===== src/rtl/fetch_pkg.sv =====
// Shared definitions for the instruction fetch stage: FSM states, PC constants
// and the RV32 major opcodes that decode also uses.
package fetch_pkg;

    typedef enum logic [1:0] {
        IDLE  = 2'd0,
        RUN   = 2'd1,
        DRAIN = 2'd2,
        FAULT = 2'd3
    } fetch_state_t;

    localparam logic [31:0] DEFAULT_RESET_PC = 32'h0000_0000;
    localparam logic [31:0] PC_INCR          = 32'd4;

    localparam logic [6:0] OP_R_TYPE = 7'b0110011;
    localparam logic [6:0] OP_I_TYPE = 7'b0010011;
    localparam logic [6:0] OP_LOAD   = 7'b0000011;
    localparam logic [6:0] OP_STORE  = 7'b0100011;
    localparam logic [6:0] OP_BRANCH = 7'b1100011;
    localparam logic [6:0] OP_JAL    = 7'b1101111;
    localparam logic [6:0] OP_JALR   = 7'b1100111;
    localparam logic [6:0] OP_LUI    = 7'b0110111;
    localparam logic [6:0] OP_AUIPC  = 7'b0010111;

    function automatic logic [31:0] next_pc(input logic [31:0] pc);
        return pc + PC_INCR;
    endfunction

endpackage


===== src/rtl/fetch_fifo.sv =====
// Small synchronous FIFO holding {pc, instruction} pairs between the memory
// response path and decode; flush empties it in one cycle.
module fetch_fifo #(
    parameter int DEPTH = 2,
    parameter int WIDTH = 64
) (
    input  logic                   clk,
    input  logic                   rst,
    input  logic                   flush,
    input  logic                   push,
    input  logic                   pop,
    input  logic [WIDTH-1:0]       push_data,
    output logic [WIDTH-1:0]       head_data,
    output logic                   full,
    output logic                   empty,
    output logic [$clog2(DEPTH):0] count
);
    localparam int AW = $clog2(DEPTH);
    localparam logic [AW-1:0] PTR_ONE    = AW'(1);
    localparam logic [AW:0]   CNT_ONE    = (AW+1)'(1);
    localparam logic [AW:0]   FULL_COUNT = (AW+1)'(DEPTH);

    logic [WIDTH-1:0] store [DEPTH];
    logic [AW-1:0]    wr_ptr;
    logic [AW-1:0]    rd_ptr;
    logic [AW:0]      count_q;

    always_ff @(posedge clk or posedge rst) begin
        if (rst) begin
            wr_ptr  <= '0;
            rd_ptr  <= '0;
            count_q <= '0;
        end else if (flush) begin
            wr_ptr  <= '0;
            rd_ptr  <= '0;
            count_q <= '0;
        end else begin
            if (push) wr_ptr <= wr_ptr + PTR_ONE;
            if (pop)  rd_ptr <= rd_ptr + PTR_ONE;
            case ({push, pop})
                2'b10:   count_q <= count_q + CNT_ONE;
                2'b01:   count_q <= count_q - CNT_ONE;
                default: count_q <= count_q;
            endcase
        end
    end

    always_ff @(posedge clk) begin
        if (push && !flush) store[wr_ptr] <= push_data;
    end

    // Head reads as zero when empty so decode never sees stale contents.
    assign head_data = (count_q == '0) ? '0 : store[rd_ptr];
    assign empty     = (count_q == '0);
    assign full      = (count_q == FULL_COUNT);
    assign count     = count_q;

endmodule


===== src/rtl/inst_fetch_unit.sv =====
// Instruction fetch stage: owns the PC, issues credit-limited word requests and
// buffers in-order responses for decode. Define FETCH_ALIGN_CHECK_EN to trap misaligned redirects.
module inst_fetch_unit
    import fetch_pkg::*;
#(
    parameter logic [31:0] RESET_PC = DEFAULT_RESET_PC,
    parameter int          DEPTH    = 2
) (
    input  logic        CLK,
    input  logic        RST,
    output logic        mem_req_valid,
    input  logic        mem_req_ready,
    output logic [31:0] mem_req_addr,
    input  logic        mem_rsp_valid,
    input  logic [31:0] mem_rsp_data,
    output logic        inst_valid,
    input  logic        inst_ready,
    output logic [31:0] inst_data,
    output logic [31:0] inst_pc,
    input  logic        redir_valid,
    input  logic [31:0] redir_pc,
    output logic        fetch_fault
);
    localparam int CW = $clog2(DEPTH) + 1;
    localparam logic [CW-1:0] ONE     = CW'(1);
    localparam logic [CW:0]   CREDITS = (CW+1)'(DEPTH);

    fetch_state_t  state;
    logic [31:0]   fetch_pc;
    logic [31:0]   rsp_pc;
    logic [CW-1:0] outstanding;
    logic [CW-1:0] drop;
    logic [CW-1:0] out_next;
    logic [CW-1:0] fifo_count;
    logic          fifo_empty;
    logic          fifo_full;
    logic [63:0]   fifo_head;
    logic          req_fire;
    logic          redir_accept;
    logic          push;
    logic          pop;
    logic [31:0]   redir_target;
    logic          redir_misaligned;
    logic          fault_pend;

    assign redir_target = {redir_pc[31:2], 2'b00};

`ifdef FETCH_ALIGN_CHECK_EN
    assign redir_misaligned = |redir_pc[1:0];

    // Remembers that the latest redirect was misaligned so DRAIN exits into FAULT.
    always_ff @(posedge CLK or posedge RST) begin
        if (RST)               fault_pend <= 1'b0;
        else if (redir_accept) fault_pend <= redir_misaligned;
    end

    assign fetch_fault = (state == FAULT);
`else
    logic unused_low_bits;
    assign unused_low_bits  = ^redir_pc[1:0];
    assign redir_misaligned = 1'b0;
    assign fault_pend       = 1'b0;
    assign fetch_fault      = 1'b0;
`endif

    assign mem_req_valid = (state == RUN) &&
                           (({1'b0, outstanding} + {1'b0, fifo_count}) < CREDITS);
    assign mem_req_addr  = fetch_pc;
    assign req_fire      = mem_req_valid && mem_req_ready;
    assign redir_accept  = redir_valid && (state != IDLE);
    assign inst_valid    = !fifo_empty && !redir_valid;
    assign pop           = inst_valid && inst_ready;
    assign push          = mem_rsp_valid && !redir_accept && (state == RUN) &&
                           (!fifo_full || pop);
    assign inst_pc       = fifo_head[63:32];
    assign inst_data     = fifo_head[31:0];

    always_comb begin
        out_next = outstanding;
        if (req_fire && !mem_rsp_valid)      out_next = outstanding + ONE;
        else if (!req_fire && mem_rsp_valid) out_next = outstanding - ONE;
    end

    // On a redirect every request still in flight, including one handshaking now,
    // becomes stale; a response arriving in the same cycle is already discarded.
    always_ff @(posedge CLK or posedge RST) begin
        if (RST) begin
            state       <= IDLE;
            fetch_pc    <= RESET_PC;
            rsp_pc      <= RESET_PC;
            outstanding <= '0;
            drop        <= '0;
        end else begin
            outstanding <= out_next;
            if (req_fire) fetch_pc <= next_pc(fetch_pc);
            if (push)     rsp_pc   <= next_pc(rsp_pc);
            if (redir_accept) begin
                fetch_pc <= redir_target;
                rsp_pc   <= redir_target;
                drop     <= out_next;
                if (out_next != '0)    state <= DRAIN;
                else if (redir_misaligned) state <= FAULT;
                else                   state <= RUN;
            end else begin
                case (state)
                    IDLE: state <= RUN;
                    DRAIN: begin
                        if (mem_rsp_valid) begin
                            drop <= drop - ONE;
                            if (drop == ONE) state <= fault_pend ? FAULT : RUN;
                        end
                    end
                    default: state <= state;
                endcase
            end
        end
    end

    fetch_fifo #(
        .DEPTH(DEPTH),
        .WIDTH(64)
    ) u_fifo (
        .clk      (CLK),
        .rst      (RST),
        .flush    (redir_accept),
        .push     (push),
        .pop      (pop),
        .push_data({rsp_pc, mem_rsp_data}),
        .head_data(fifo_head),
        .full     (fifo_full),
        .empty    (fifo_empty),
        .count    (fifo_count)
    );

endmodule


===== config.mk =====
export PLATFORM = sky130hd
export DESIGN_NAME = inst_fetch_unit
export DESIGN_NICKNAME = d
export VERILOG_FILES = /design/src/rtl/fetch_pkg.sv /design/src/rtl/fetch_fifo.sv /design/src/rtl/inst_fetch_unit.sv
export SDC_FILE = /design/constraint.sdc
export NUM_CORES = 1
export LEC_CHECK = 0
export CAP_MARGIN = 10
export CORE_MARGIN = 3
export CORE_UTILIZATION = 40
export DETAILED_ROUTE_END_ITERATION = 8
export DONT_BUFFER_PORTS = 1
export PLACE_DENSITY = 0.56
export SYNTH_ARGS = -nofsm -noshare
export SYNTH_HDL_FRONTEND = slang
export SYNTH_HIERARCHICAL = 1
export SYNTH_SLANG_ARGS = --single-unit

===== constraint.sdc =====
create_clock -name CLK -period 21.8 [get_ports CLK]
set_input_delay 4.36 -clock CLK [delete_from_list [all_inputs] [get_ports CLK]]
set_output_delay 4.36 -clock CLK [all_outputs]
set_load 0.01 [all_outputs]

==> results of run 1 <==
[synth_stat cells, types with 2 or more instances]
| cell type | instances | area share, % |
|---|---|---|
| nand4_1 | 17 | 1.2 |
| xor2_1 | 31 | 3.0 |
| and4_1 | 6 | 0.59 |
| a21oi_1 | 56 | 3.1 |
| buf_1 | 2 | 0.084 |
| nor2b_1 | 5 | 0.35 |
| edfxtp_1 | 128 | 43 |
| and2_1 | 7 | 0.49 |
| nand2b_1 | 3 | 0.21 |
| nand3_1 | 23 | 1.3 |
| a31oi_1 | 3 | 0.21 |
| buf_2 | 5 | 0.28 |
| or3_1 | 3 | 0.21 |
| o21ai_1 | 3 | 0.17 |
| nor3_1 | 9 | 0.51 |
| clkbuf_1 | 12 | 0.51 |
| and3b_1 | 2 | 0.20 |
| nor2_2 | 23 | 1.6 |
| nand2_1 | 25 | 1.1 |
| nor2_1 | 88 | 3.7 |
| inv_1 | 10 | 0.42 |
| nor4_1 | 7 | 0.49 |
| o21ai_0 | 4 | 0.22 |
| buf_4 | 3 | 0.25 |
| buf_12 | 5 | 1.1 |
| and3_1 | 5 | 0.35 |
| nor3b_2 | 2 | 0.28 |
| mux2i_1 | 67 | 7.5 |
| ha_1 | 3 | 0.42 |
| xnor2_1 | 31 | 3.0 |
| a221o_1 | 2 | 0.22 |
| buf_6 | 8 | 1.0 |
| nor3b_1 | 3 | 0.25 |
| dfrtp_1 | 70 | 20 |
[cell type report]
type | instances | area (um2) | share of cell area [%]
Clock buffer | 21 | 462 | 4.76
Clock inverter | 11 | 149 | 1.54
Inverter | 10 | 37.5 | 0.387
Multi-Input combinational cell | 458 | 3040 | 31.4
Sequential cell | 198 | 5600 | 57.8
Tap cell | 275 | 344 | 3.55
Timing Repair Buffer | 8 | 60.1 | 0.620
[logic make-up (layout without fill, tap and decap cells)]
group | count (synthesis) | after routing | share of synthesized area, %
buffers and inverters | 45 | 50 | 3.68
AO/OA/AOI/OAI | 80 | 80 | 5.17
other | 1 | 7 | 0.0421
flip-flops | 198 | 198 | 62.8
adder cells (fa/ha/maj) | 4 | 4 | 0.646
AND/OR/NAND/NOR | 237 | 237 | 13.9
XOR/XNOR | 62 | 62 | 6.09
multiplexers | 68 | 68 | 7.65
[through the flow]
stage               util [%]  hold WS [ps]  power (uW)  cell area [um2]
global route            45.3           539        1340             9690
global placement        42.4           503         934             9080
floorplan                  -           463         880             8930
detailed placement      42.4           504         950             9080
CTS                     45.3           515        1280             9690
finish                  45.3           513        1260             9690
[routing by layer]
metal  vias to the layer above  wire [um]  GRT usage, %
li1                       2500          -             -
met1                      2580       8060          20.5
met2                       202       8600          24.0
met3                        22       1780          6.01
met4                         0        372          5.84
met5                         -          0             0
[registers in the layout, summed over array words and instances (netlist names)]
name           count
drop               2
u_fifo/wr_ptr      1
u_fifo/store     128
u_fifo/count       2
u_fifo/rd_ptr      1
outstanding        2
rsp_pc            30
mem_req_addr      30
state              2
[power breakdown]
part | switching, uW | internal, uW | total [uW]
sequential | 107 | 482 | 589
clock | 134 | 188 | 322
combinational | 222 | 126 | 348
total | 464 | 796 | 1260
[how the worst max path moves through the flow]
stage                                         endpoint  slack (ps)   startpoint
after floorplan           u_fifo/store[0][0]$_DFFE_PP_       11170  redir_valid
after global placement                      inst_valid       12870  redir_valid
after detailed placement                    inst_valid       12870  redir_valid
after CTS                                   inst_valid       12870  redir_valid
after global routing                        inst_valid       12860  redir_valid
final                                       inst_valid       12880  redir_valid
[worst register-to-register path: stages (launching register included)]
cell and delay, ps:
dfrtp_1 480, nor2_4 60, buf_4 370, nand2b_1 380
a21oi_1 830, nor3b_2 310, buf_4 690
==> metrics.cfg, run 1 <==
[outcome]
outcome=finished clean

[final_layout]
area_growth_syn_to_layout_pct=8.78
diodes=0
most-common-layout-cells=edfxtp_1 (128), nor2_1 (87), dfrtp_1 (69)
nNetsFinal=767
instances_no_fill=981
mostFrequentLayoutCell=edfxtp_1
drive_above_1_share_pct=10.9
n_fill_cell=1964

[timing]
min_period_ps=8920
tightest_slew_ps=977
relSlewSlack_pct=34.9
finalMaxSlewViolations=0
post-route-period-util_pct=40.9
rsz0062_at_grt=false
fmax_mhz=112
setup_ws_ps=12880
timing.final.hold_violations=0
finClkSkew_ps=12.8
finalSetupViolations=0
setup_tns_ps=0

[setup_path]
crit_type=input pin to primary output
regToRegSetupSlack_ps=18280
r2r_start=u_fifo/count[0]$_DFFE_PP0P_
crit_required_ps=17440
critPathMaxFanout=11
worst_setup_path_start_kind=input pin
worstPathArrival_ps=4560
cp_num_buf_inv=0
r2r_cells=6
worstPathCellList=nor2_1
crit_family=simple AND/OR/NAND/NOR gates
rr_endpoint=u_fifo/store[0][0]$_DFFE_PP_
cp_slowest_cell=nor2_1
cp-end-kind=primary output
cpPeakStageDelay_ps=200
cp_num_cells=1

[yosys]
synth_area_um2=8910
synthCells=695
synth.ff_latch_count=198
ys_seq_area_share_pct=62.8
yosys_warnings=6
async_flop_share_pct=35.4
synth_area_per_cell_um2=12.8
synth_edf_count=128
synth.distinct_cells=58
synth_ff_type=edfxtp_1

[clock_network]
cts_hold_buf=0
cts_resized=0
root_buffer=clkbuf_16
htree_levels=4
post_cts.repair.setup_buffers=0
cts.sinks=198
numCtsBuffers=17
clk_latency_ps=430
clk_path_buf_depth=2
path_clk_slew_ps=70
tritoncts=done

[global_routing]
grt_max_degree=90
grtUsageTotal_pct=15.7
antenna_found_initial=0
overflow=0
grt_pass1_vias=5325
grt_pass1_wl_um=29500

[hold_path]
min_delay_path_depth=0
worst_hold_path.endpoint=u_fifo/store[0][40]$_DFFE_PP_
hold_path.class=flop to flop
worstHoldStart=rsp_pc[8]$_DFFE_PP0P_

[detailed_routing]
drt_pass1_iterations=5
wl_per_cell_um=19.2
routed-via-count=5304
drt-initial-drc-count=334
routed_wl_um=18800
drc=0
ant_nets=0
vias_per_cell=5.41

[die]
pin_count=169
die_w_um=155
initial_core_util_pct=41.6
dieArea_um2=24100
dieHeight_um=155
rows=53
core_area_um2=21400

[place]
place_ws_ps=12870
dp.cells=949
hpwl_um=12900
port_buffers=0
gp_congestion=0.875

[run]
maxCapViolCount=0

[power]
powerDensity_nw_per_um2=130
ir_drop_uv=68.9
p_leak_uw=0.00318

No activity file was read; power rests on OpenSTA's default activity.
==> run 2: changes to the inputs <==
Settings changed: PLACE_DENSITY 0.56 to 0.58.
Clock period 21.8 ns to 7.2 ns, I/O delays scaled along.
==> metrics.cfg, run 2 (same netlist as run 1, synthesis figures left out) <==
[outcome]
outcome=finished clean

[power]
powerDensity_nw_per_um2=387
swShare_pct=38.3
totalPowerFinal_uw=3730
seq_power_share_pct=47.1
ir_drop_uv=195
pwr-share-comb_pct=28.9
p_clk_share_pct=24.0
p_sw_uw=1430
power.internal_uw=2300
p_leak_uw=0.00316

[timing]
finClkSkew_ps=13.3
finalMaxSlewViolations=0
post-route-period-util_pct=51.5
finalSetupViolations=0
timing.final.hold_violations=0
setup_ws_ps=3490
min_period_ps=3710
tightest_slew_ps=1100
relSlewSlack_pct=26.7
fmax_mhz=270
setup_tns_ps=0
rsz0062_at_grt=false

[detailed_routing]
drt_pass1_iterations=5
routed_wl_um=18400
routed-via-count=5229
wl_per_cell_um=18.7
drc=0
ant_nets=0
vias_per_cell=5.33
drt-initial-drc-count=339

[place]
dp.cells=949
hpwl_um=12600
place_ws_ps=3130
port_buffers=0
gp_congestion=0.852

[setup_path]
worstPathArrival_ps=2270
cp_num_cells=3
crit_required_ps=5760
critPathMaxFanout=10
worstPathCellList=and2_1 -> fa_1 -> nor4b_4
r2r_cells=6
cp_slowest_cell=nor4b_4
cpPeakStageDelay_ps=670
crit_type=flop to primary output
crit_family=simple AND/OR/NAND/NOR gates
cp-end-kind=primary output
cp_num_buf_inv=0
worst_setup_path_start_kind=flop

[final_layout]
max_flop_register=u_fifo/store
n_fill_cell=1970
largest_reg_flops=128
drive_above_1_share_pct=11.3
diodes=0
nNetsFinal=767
most-common-layout-cells=edfxtp_1 (128), nor2_1 (87), dfrtp_1 (69)
instances_no_fill=981
mostFrequentLayoutCell=edfxtp_1
area_growth_syn_to_layout_pct=8.28
finish.utilization_pct=45.0

[clock_network]
tritoncts=done
post_cts.repair.setup_buffers=0
clk_path_buf_depth=2
cts_hold_buf=0
clk_latency_ps=430
numCtsBuffers=17
cts.sinks=198
htree_levels=4
cts_resized=0
path_clk_slew_ps=70
root_buffer=clkbuf_16

[die]
core_area_um2=21400
rows=53
initial_core_util_pct=41.6
dieArea_um2=24100
pin_count=169
dieHeight_um=155
die_w_um=155

[hold_path]
hold_path.class=flop to flop
min_delay_path_depth=0

[global_routing]
overflow=0
grt_pass1_vias=5249
grt_pass1_wl_um=29000
grt_max_degree=90
grtUsageTotal_pct=15.3
antenna_found_initial=0

[run]
maxCapViolCount=0

run 2: worst paths after layout:
path,startpoint,endpoint,slack (ps)
max,u_fifo/count[0]$_DFFE_PP0P_,mem_req_valid,3490
min,rsp_pc[31]$_DFFE_PP0P_,u_fifo/store[1][63]$_DFFE_PP_,500
max reg2reg,u_fifo/count[0]$_DFFE_PP0P_,u_fifo/store[0][0]$_DFFE_PP_,3730
min reg2reg,rsp_pc[31]$_DFFE_PP0P_,u_fifo/store[1][63]$_DFFE_PP_,500
max in group asynchronous,RST,rsp_pc[30]$_DFFE_PP0P_,5500
min in group asynchronous,RST,u_fifo/count[1]$_DFFE_PP0P_,780
run 2: power groups by stage:
| stage | sequential [uW] | clock (uW) | combinational [uW] |
|---|---|---|---|
| after global routing | 1800 | 978 | 1200 |
| after floorplan | 1690 | 0 | 977 |
| after detailed placement | 1780 | 0 | 1100 |
| after global placement | 1760 | 0 | 1070 |
| final | 1760 | 895 | 1080 |
| after CTS | 1760 | 928 | 1100 |
run 2: layout make-up:
class                      instances  area, um2  area share [%]
multi-input combinational        458       3050            31.6
clock buffer                      17        425            4.41
clock inverter                    15        135            1.40
inverter                          10       37.5           0.389
sequential                       198       5600            58.0
tap                              275        344            3.57
timing repair buffer               8       60.1           0.622
run 2: routing by layer:
metal  up-vias  GRT usage [%]  share of wire (%)
li1       2490              -                  -
met1      2526           20.8                 44
met2       192           23.5                 46
met3        21           5.01                8.6
met4         0           4.96                1.5
met5         -              0                  0
run 2: through the flow:
step	cell area (um2)	hold WS, ps
after floorplan	8940	463
after global placement	9090	480
after detailed placement	9090	485
after CTS	9650	503
after global routing	9650	517
final	9650	502
==> run 3: changes to the inputs <==
Settings changed: ABC_AREA from default to 1.
Clock period 7.2 ns to 3.1 ns, I/O delays scaled along.
==> metrics.cfg, run 3 <==
[power]
powerDensity_nw_per_um2=895
totalPowerFinal_uw=9590
p_leak_uw=0.00424
ir_drop_uv=389
pwr-share-comb_pct=32.0
power.internal_uw=5430
seq_power_share_pct=44.7
p_clk_share_pct=23.3
p_sw_uw=4160
swShare_pct=43.4

[final_layout]
drive_above_1_share_pct=6.17
final_area_um2=10700
instances_no_fill=1470
nNetsFinal=1212
most-common-layout-cells=nand2_1 (395), nor2_1 (163), edfxtp_1 (128)
area_growth_syn_to_layout_pct=9.39
finish.utilization_pct=45.1
diodes=0
largest_reg_flops=128
max_flop_register=u_fifo/store
mostFrequentLayoutCell=nand2_1

[clock_network]
numCtsBuffers=17
tritoncts=done
htree_levels=4
root_buffer=clkbuf_16
cts.sinks=198
path_clk_slew_ps=80
post_cts.repair.setup_buffers=0
clk_latency_ps=440
clk_path_buf_depth=2

[yosys]
synthSimpleGateAreaFrac_pct=27.5
synth.distinct_cells=38
synth_xor_area_share_pct=0.805
ys_top_cells_by_area=edfxtp_1 (39%), dfrtp_1 (18%), nand2_1 (15%), nor2_1 (6.4%), a21oi_1 (5.4%)
synth_fa_ha_area_share_pct=0.588
synth.ff_latch_count=198
synth_area_um2=9790
yosysTopAreaCellShare_pct=39.2
synth.largest_area_cell=edfxtp_1
synth_area_per_cell_um2=8.57
synth.most_common_cell=nand2_1
ys_seq_area_share_pct=57.1
async_flop_share_pct=35.4
synth_compound_area_share_pct=8.29
muxShareOfSynthArea_pct=0
yosys_warnings=6
synth_edf_count=128
synth_ff_type=edfxtp_1
synth_top_family_by_area=simple AND/OR/NAND/NOR gates
netlist_top_cells_count=nand2_1 (395), nor2_1 (166), edfxtp_1 (128)
synthCells=1143

[timing]
finClkSkew_ps=15.2
tightest_slew_ps=740
post-route-period-util_pct=86.9
finalMaxSlewViolations=0
fmax_mhz=371
finalSetupViolations=0
min_period_ps=2690
rsz0062_at_grt=false
relSlewSlack_pct=50.6
timing.final.hold_violations=0

[outcome]
outcome=finished clean

[place]
gp_congestion=0.911
placed_area_um2=10100
hpwl_um=17100
port_buffers=0
dp.cells=1437

[setup_path]
cpPeakStageDelay_ps=580
critPathMaxFanout=5
worst_setup_path_start_kind=flop
crit_type=flop to primary output
cp_slowest_cell=nor4_1
worstPathCellList=nand2_1 -> inv_1 -> fa_1 -> nor4_1
r2r_cells=9
crit_required_ps=2480
cp-end-kind=primary output
worstPathArrival_ps=2070

[detailed_routing]
routed-via-count=7476
drt_pass1_iterations=5
vias_per_cell=5.09
wl_per_cell_um=17.1
drc=0
ant_nets=0
drt-initial-drc-count=487
routed_wl_um=25100

[global_routing]
grtUsageTotal_pct=18.9
grt_max_degree=67
busiest_layer=met2
met2_usage_pct=29.7
met3_usage_pct=6.15
antenna_found_initial=0
grt_pass1_wl_um=38500
grt_pass1_vias=6916
use_met1_pct=25.5
overflow=0

[die]
die_w_um=162
core_area_um2=23800
dieArea_um2=26400
dieHeight_um=162
pin_count=169
initial_core_util_pct=41.2
rows=56

[run]
maxCapViolCount=0

[hold_path]
hold_path.class=input pin to asynchronous set/reset pin

==> run 3: stage by stage <==
step / setup WS (ps) / setup TNS (ps) / hold WS [ps]
CTS: 377 / 0 / 52.1
global route: 324 / 0 / 69.5
detailed placement: 562 / 0 / 415
finish: 407 / 0 / 53.9
floorplan: -496 / -63510 / 386
global placement: 585 / 0 / 410
==> run 3: path summary, 6_finish.rpt <==
path	from	endpoint	slack, ps
max	u_fifo/count[0]$_DFFE_PP0P_	mem_req_valid	410
min	RST	rsp_pc[2]$_DFFE_PP0P_	50
max reg2reg	u_fifo/count[0]$_DFFE_PP0P_	mem_req_addr[9]$_DFFE_PP0P_	610
min reg2reg	drop[1]$_DFFE_PP0P_	drop[1]$_DFFE_PP0P_	520
max in group asynchronous	RST	mem_req_addr[19]$_DFFE_PP0P_	2330
min in group CLK	mem_rsp_data[29]	u_fifo/store[0][29]$_DFFE_PP_	270
==> run 3: cell type report <==
type	instances	area, um2
Inverter	77	292
Multi-Input combinational cell	831	3690
Sequential cell	198	5600
Timing Repair Buffer	13	138
Clock inverter	15	175
Fill cell	2352	13000
Clock buffer	17	425
Tap cell	319	399
==> run 3: routing by layer <==
metal | vias to the layer above | wire length, um
met5 | - | 0
met3 | 23 | 2250
met4 | 0 | 329
met1 | 3481 | 10900
met2 | 248 | 11700
li1 | 3724 | -
==> run 3: kinds of logic (layout without fill, tap and decap cells) <==
family,Yosys count,in the layout
other,1,7
adder cells (fa/ha/maj),4,4
XOR/XNOR,9,9
AO/OA/AOI/OAI,151,151
flip-flops,198,198
AND/OR/NAND/NOR,660,660
buffers and inverters,120,122
==> run 3: worst max-delay path, delay by kind of cell (launching register included) <==
kind	cells	cell delay (ps)
AND/OR/NAND/NOR	2	680
adder cells (fa/ha/maj)	1	460
flip-flops	1	450
buffers and inverters	1	50
==> run 3: timing repair <==
action / in CTS / in global routing
setup endpoints to repair: 0 / 0
endpoints found under the hold margin: 4 / 0
gates resized for setup: 0 / 0
hold buffers: 1 / 0
==> run 3: power groups by stage <==
stage	clock network (uW)	logic [uW]	registers, uW
floorplan	0	2500	4030
global placement	0	3040	4320
detailed placement	0	3090	4340
CTS	2260	3100	4290
global route	2380	3480	4410
finish	2230	3070	4290
